## src/rtl/miniRISC_pkg.sv

```systemverilog
// Shared miniRISC definitions used by the stream demux.
// Holds the FIFO occupancy encoding and the drop-counter limit.
package miniRISC_pkg;

    typedef enum logic [1:0] {
        EMPTY = 2'b00,
        ONE   = 2'b01,
        TWO   = 2'b10
    } occ_t;

    localparam logic [7:0] DROP_CNT_MAX = 8'hFF;

    function automatic logic [7:0] sat_inc(input logic [7:0] v);
        return (v == DROP_CNT_MAX) ? v : v + 8'd1;
    endfunction

endpackage

```

## src/rtl/skid_buf2.sv

```systemverilog
// Two-entry FIFO (skid buffer): head slot is always the oldest beat.
// Push and pop in the same cycle from ONE replaces the head in place.
module skid_buf2
    import miniRISC_pkg::*;
#(
    parameter int DW = 18
) (
    input  logic          clk,
    input  logic          rst_n,
    input  logic          push,
    input  logic          pop,
    input  logic [DW-1:0] din,
    output logic [DW-1:0] head,
    output occ_t          occ
);

    occ_t            state;
    occ_t            state_nxt;
    logic [DW-1:0]   head_q;
    logic [DW-1:0]   head_nxt;
    logic [DW-1:0]   tail_q;
    logic [DW-1:0]   tail_nxt;

    always_comb begin
        state_nxt = state;
        head_nxt  = head_q;
        tail_nxt  = tail_q;
        unique case (state)
            EMPTY: begin
                if (push) begin
                    state_nxt = ONE;
                    head_nxt  = din;
                end
            end
            ONE: begin
                if (push && pop) begin
                    head_nxt = din;
                end else if (push) begin
                    state_nxt = TWO;
                    tail_nxt  = din;
                end else if (pop) begin
                    state_nxt = EMPTY;
                end
            end
            TWO: begin
                // no push possible here: upstream ready is low when full
                if (pop) begin
                    state_nxt = ONE;
                    head_nxt  = tail_q;
                end
            end
            default: begin
                state_nxt = EMPTY;
            end
        endcase
    end

    always_ff @(posedge clk) begin
        if (!rst_n) begin
            state  <= EMPTY;
            head_q <= '0;
            tail_q <= '0;
        end else begin
            state  <= state_nxt;
            head_q <= head_nxt;
            tail_q <= tail_nxt;
        end
    end

    assign head = head_q;
    assign occ  = state;

endmodule

```

## src/rtl/stream_demux.sv

```systemverilog
// One-to-N stream router: each beat goes only to its destination, in order.
// Out-of-range selects are consumed, flagged on err and counted.
module stream_demux
    import miniRISC_pkg::*;
#(
    parameter int W  = 16,
    parameter int N  = 4,
    parameter int SW = 2
) (
    input  logic          clk,
    input  logic          rst_n,
    input  logic          in_valid,
    output logic          in_ready,
    input  logic [SW-1:0] in_sel,
    input  logic [W-1:0]  in_data,
    output logic [N-1:0]  out_valid,
    input  logic [N-1:0]  out_ready,
    output logic [W-1:0]  out_data,
    output logic          err,
    output logic [7:0]    drop_cnt
);

    localparam logic [SW:0] N_LIM = (SW + 1)'(N);

    occ_t              occ;
    logic [W+SW-1:0]   buf_head;
    logic [SW-1:0]     head_sel;
    logic [W-1:0]      head_data;
    logic              head_valid;
    logic [N-1:0]      sel_oh;
    logic              in_range;
    logic              accept;
    logic              push;
    logic              drop;
    logic              pop;

    // ready depends only on registered occupancy, never on out_ready
    assign in_ready = rst_n && (occ != TWO);
    assign accept   = in_valid && in_ready;
    assign in_range = {1'b0, in_sel} < N_LIM;
    assign push     = accept && in_range;
    assign drop     = accept && !in_range;

    skid_buf2 #(
        .DW(W + SW)
    ) u_buf (
        .clk  (clk),
        .rst_n(rst_n),
        .push (push),
        .pop  (pop),
        .din  ({in_sel, in_data}),
        .head (buf_head),
        .occ  (occ)
    );

    assign head_sel   = buf_head[W+SW-1:W];
    assign head_data  = buf_head[W-1:0];
    assign head_valid = (occ != EMPTY);

    always_comb begin
        sel_oh = '0;
        for (int k = 0; k < N; k++) begin
            sel_oh[k] = (head_sel == SW'(k));
        end
    end

    assign out_valid = head_valid ? sel_oh : '0;
    assign out_data  = head_valid ? head_data : '0;
    assign pop       = |(out_valid & out_ready);

    always_ff @(posedge clk) begin
        if (!rst_n) begin
            err      <= 1'b0;
            drop_cnt <= 8'd0;
        end else begin
            err <= drop;
            if (drop) begin
                drop_cnt <= sat_inc(drop_cnt);
            end
        end
    end

endmodule

```

## config.mk

```make
export PLATFORM = sky130hd
export DESIGN_NAME = stream_demux
export DESIGN_NICKNAME = d
export VERILOG_FILES = /design/src/rtl/miniRISC_pkg.sv /design/src/rtl/skid_buf2.sv /design/src/rtl/stream_demux.sv
export SDC_FILE = /design/constraint.sdc
export NUM_CORES = 1
export LEC_CHECK = 0
export BUFFER_PORTS_ARGS = -buffer_cell sky130_fd_sc_hd__buf_4
export CELL_PAD_IN_SITES_DETAIL_PLACEMENT = 2
export CELL_PAD_IN_SITES_GLOBAL_PLACEMENT = 2
export CORE_MARGIN = 3
export CORE_UTILIZATION = 31
export DETAILED_ROUTE_END_ITERATION = 16
export HOLD_SLACK_MARGIN = 0.15
export PLACE_DENSITY = 0.88
export REMOVE_ABC_BUFFERS = 1
export SETUP_SLACK_MARGIN = 0.2
export SLEW_MARGIN = 40
export SYNTH_ARGS = -nofsm -noshare
export SYNTH_HDL_FRONTEND = slang
export SYNTH_HIERARCHICAL = 1
export SYNTH_SLANG_ARGS = --single-unit
```

## constraint.sdc

```tcl
create_clock -name clk -period 2.8 [get_ports clk]
set_input_delay 0.28 -clock clk [delete_from_list [all_inputs] [get_ports clk]]
set_output_delay 0.28 -clock clk [all_outputs]
set_load 0.02 [all_outputs]
```

---- Word level (Yosys, flattened, before mapping) ----
Cells that the tools add are included.
operators by class
  equal/unequal tests ..................... 11
  multiplexer cells ....................... 12
  bitwise gates (word level) .............. 2
  reductions and logical operators ........ 11
operators with widths
  operator              number
  $mux W18              3
  $pmux W18 S3          1
  $mux W16              1
  $mux W2               5
  $reduce_and A4 Y1     2
  $eq A2 B2 Y1 const B  3
  $ne A2 B1 Y1 const B  3
  $pmux W2 S3           1
  $and A4 B4 Y4         1
  $eq A2 B1 Y1 const B  2
  $logic_not A2 Y1      2
  $mux W4               1
  $ne A2 B2 Y1 const B  2
  $reduce_or A4 Y1      1
  $logic_and A1 B1 Y1   3
  $ne A3 B1 Y1 const B  1
  $reduce_and A3 Y1     1
  $reduce_bool A3 Y1    1
  $reduce_bool A2 Y1    1
  $not A1 Y1            1
storage, ports and cells
  bits in registers ....................... 38
  word-level logic and storage cells ...... 39

---- Longest topological paths before layout ----
  depth after elaboration ................. 8
  mapped depth ............................ 9

---- Hierarchy ----
The synthesis kept the hierarchy.
by module, submodules not included
  module        instances  cells an instance  area each (um^2)
  skid_buf2     1          179                1719.1
  stream_demux  1          38                 269.0

---- Least setup slack after synthesis ----
No wires, ideal clock.
  path kind ............................... register -> register
  from .................................... reg u_buf.head_q[16], in the netlist u_buf/head[16]
  to ...................................... reg u_buf.head_q[2], in the netlist u_buf/head[2]
  setup time .............................. 145 ps
  arrival ................................. 1912 ps
  data required time ...................... 2655 ps
  setup slack ............................. 744 ps
  cell stages (with the launch flop) ...... 8
  path buffers ............................ 2
  clock period less this slack ............ 2056 ps
  path through ............................ dfxtp_1 > mux4_2 > nor2b_4 > mux2_2 > buf_4 > buf_6 > a211oi_1 > a211oi_2
between the ends
  word-level cells in the longest chain between the ends .. 7
  elaborated cells between the ends (all ways) .. 11
  classes of those cells .................. eq/ne (5); mux (1); bitwise (1); reduce/logical (4)
RTL lines
  item                                    line                text
  from (decl)                             skid_buf2.sv:19     logic [DW-1:0] head_q;
  from (signal assigned)                  skid_buf2.sv:65     head_q <= head_nxt;
  $eq A2 B1 Y1 (tied with other cells)    stream_demux.sv:63  sel_oh[k] = (head_sel == SW'(k));
  $mux W4 (*)                             stream_demux.sv:67  assign out_valid = head_valid ? sel_oh : '0;
  $and A4 B4 Y4 (*)                       stream_demux.sv:69  assign pop = |(out_valid & out_ready);
  $reduce_or A4 Y1 (*)                    stream_demux.sv:69
  via pop                                 stream_demux.sv:35  logic pop;
  $logic_and A1 B1 Y1                     skid_buf2.sv:36     if (push && pop) begin
  $ne A2 B1 Y1 (no source line)           -
  $reduce_and A4 Y1 (no source line) (*)  -
Mark *: on every way through the listed nets, which the timed path passes. The rest lies on a longest branch.
A chain may end at the register's enable or synchronous reset.

---- Worst setup path in the final report ----
  from .................................... reg u_buf.head_q[16], in the netlist u_buf/head[16]
  to ...................................... reg u_buf.head_q[13], in the netlist u_buf/head[13]
The elaborated chain is that of the path after synthesis.

==> flow_summary.yaml <==
critical_path:
  cp_max_fo: 20
  crit_path_start_kind: "register"
  r2r_end: "u_buf/head[13]$_SDFFE_PN0P_"
  arrival_ns: 2.57
  reg2reg_slack_ns: 0.42
  ff2ff_path_depth: 5
  criticalPathCategory: "register to register"
  reg2reg_from: "u_buf/head[16]$_SDFFE_PN0P_"
  end_kind: "register"
  required_ns: 3.00
clock_tree:
  hold_buffers: 0
  cts_tree: "done"
  clockBufferDepth: 2
  cts_buffers: 5
  h-tree-depth: 2
  clock-root-buffer: "clkbuf_8"
  postCtsSetupBuffers: 0
  insertion_delay_ns: 0.29
  post_cts_resized: 0
  cts_sinks: 38
  path_clk_slew_ns: 0.08
cells_and_area:
  fillCellCount: 682
  diodes: 0
  nets: 277
  finalInstanceArea_mm2: 0.00238
  multi_input_area_mm2: 0.00106
  drive_gt1_frac: 0.300
  syn_to_final_growth_pct: 19.8
  seqCellArea_um2: 761
logic_synthesis:
  ys_ff_latch: 38
  synth_area_mm2: 0.00199
  synth-edff-count: 0
  synthDistinctLibCells: 31
  avgSynthCellArea_um2: 9.16
  synthFlopType: "dfxtp_1"
  yosysWarnings: 6
  synthTopCellsByArea: "dfxtp_1, a211oi_1, mux2i_1, nand2_1, a211oi_2"
  ys_top_cells_by_count: "dfxtp_1, nand2_1, a211oi_1"
  synth_cells: 217
  yosysSeqAreaShare: 0.383
  synth_area_leader_cell: "dfxtp_1"
  synth_top_area_frac: 0.383
  synth_async_sr_flop_share: 0
placement:
  numPortBuffers: 45
  hpwl_mm: 3.77
  placed_area_mm2: 0.00228
  gp_congestion: 0.695
detailed_routing:
  route.detailed.drc: 0
  drt-total-wl_mm: 5.40
  firstDrtPassIters: 4
  vias: 1665
  antenna_left: 0
  viasPerCell: 5.08
  post_drt_wl_per_cell_um: 16.5
  drtIter0Drc: 78
sta:
  period_share: 0.848
  finalSetupViolations: 0
  hold_slack_ns: 0.240
  hold_viol: 0
  maxSlewViolCount: 0
  rsz0062_at_grt: "false"
  min_period_ns: 2.38
  slew_headroom: 0.576
  max_freq_ghz: 0.421
  worst_pin_slew_ns: 0.636
  setup-tns-final_ns: 0
  finClkSkew_ns: 0.00454
worst_hold_path:
  holdPathEnd: "u_buf/tail_q[0]$_SDFFE_PN0P_"
  hold_class: "input pin to register"
  min_path_cells: 3
  min-delay-start: "in_data[0]"
power_and_ir_drop:
  p_total_w: 0.00123
  p_leak_nw: 1.00
  power_per_cell_area_mw_per_mm2: 518
  max-vdd-ir-drop_v: 0.000178
grt:
  grt_usage: 0.156
  antenna_found_initial: 0
  grt_max_degree: 39
  grt_pass1_wl_mm: 9.05
  grt_pass1_vias: 1742
  grt_overflow: 0
floorplanning:
  fp.coreArea_mm2: 0.00606
  row_count: 28
  ios: 55
  die-area_mm2: 0.00741
  die_x_um: 86.1
  die_h_um: 86.1
  initial_core_util: 0.328
job:
  cap_violations: 0
outcome:
  status: "finished, final reports clean"
==> per-stage QoR <==
step | worst slack [ns] | util | std cells
6_report | 0.425 | 0.393 | 328
5_1_grt | 0.252 | 0.393 | 328
4_1_cts | 0.238 | 0.393 | 328
3_5_place_dp | 0.278 | 0.377 | 320
3_3_place_gp | 0.419 | 0.377 | 320
2_1_floorplan | 0.431 | - | 196
==> area by class of cell <==
type | count | area share
clock buffers | 6 | 0.0347
clock inverters | 2 | 0.00525
inverters | 2 | 0.00315
multi-input cells | 156 | 0.444
flip-flops and latches | 38 | 0.319
well taps | 75 | 0.0394
repair buffers | 49 | 0.154
==> cell usage in the layout (no fill, tap or decap), drive strengths merged, types with 2 or more instances in the layout <==
cell type	instances
dfxtp	38
a21oi	19
mux2i	18
a21o	2
and3b	2
nor2b	17
a211oi	37
nand2	38
nor3b	2
conb	9
inv	2
clkbuf	6
buf	49
==> per-layer routing <==
layer / track usage / part of all wire
met1: 0.197 / 0.44
met3: 0.0375 / 0.055
met2: 0.266 / 0.49
met4: 0.0345 / 0.0095
met5: 0 / 0
==> power breakdown <==
group	total [W]	leakage [nW]	switching, W	internal, W
Clock	0.000396	0.0472	0.000198	0.000198
Combinational	0.000242	0.645	0.000137	0.000105
Sequential	0.000595	0.310	0.0000224	0.000572
==> cells by family (layout without fill, tap and decap cells) <==
logic type      after synthesis  after routing  share of synthesized area
simple gates                 69             69                      0.184
compound gates               58             58                      0.220
flops                        38             38                      0.383
buf+inv                      31             59                      0.104
mux                          20             20                      0.108
other cells                   1              9                    0.00189
==> state kept, by name, summed over array words and instances (netlist names) <==
signal / cells
u_buf/occ: 2
u_buf/tail_q: 18
u_buf/head: 18
==> worst max-delay path, cell delays in order (launching register included) <==
cell	delay [ns]
dfxtp_1	0.44
mux4_2	0.53
nor2b_4	0.16
mux2_2	0.43
a21o_2	0.44
a211oi_1	0.27
==> how the worst max path moves through the flow <==
stage	startpoint	to	depth (start not counted)
floorplan	u_buf/occ[0]$_SDFFE_PN0P_	u_buf/head[0]$_SDFFE_PN0P_	5
global placement	u_buf/head[16]$_SDFFE_PN0P_	u_buf/head[16]$_SDFFE_PN0P_	5
detailed placement	u_buf/head[16]$_SDFFE_PN0P_	u_buf/head[13]$_SDFFE_PN0P_	5
CTS	u_buf/head[16]$_SDFFE_PN0P_	u_buf/head[13]$_SDFFE_PN0P_	5
global route	u_buf/head[16]$_SDFFE_PN0P_	u_buf/head[1]$_SDFFE_PN0P_	5
finish	u_buf/head[16]$_SDFFE_PN0P_	u_buf/head[13]$_SDFFE_PN0P_	5
Power figures use the tool's default switching activity.
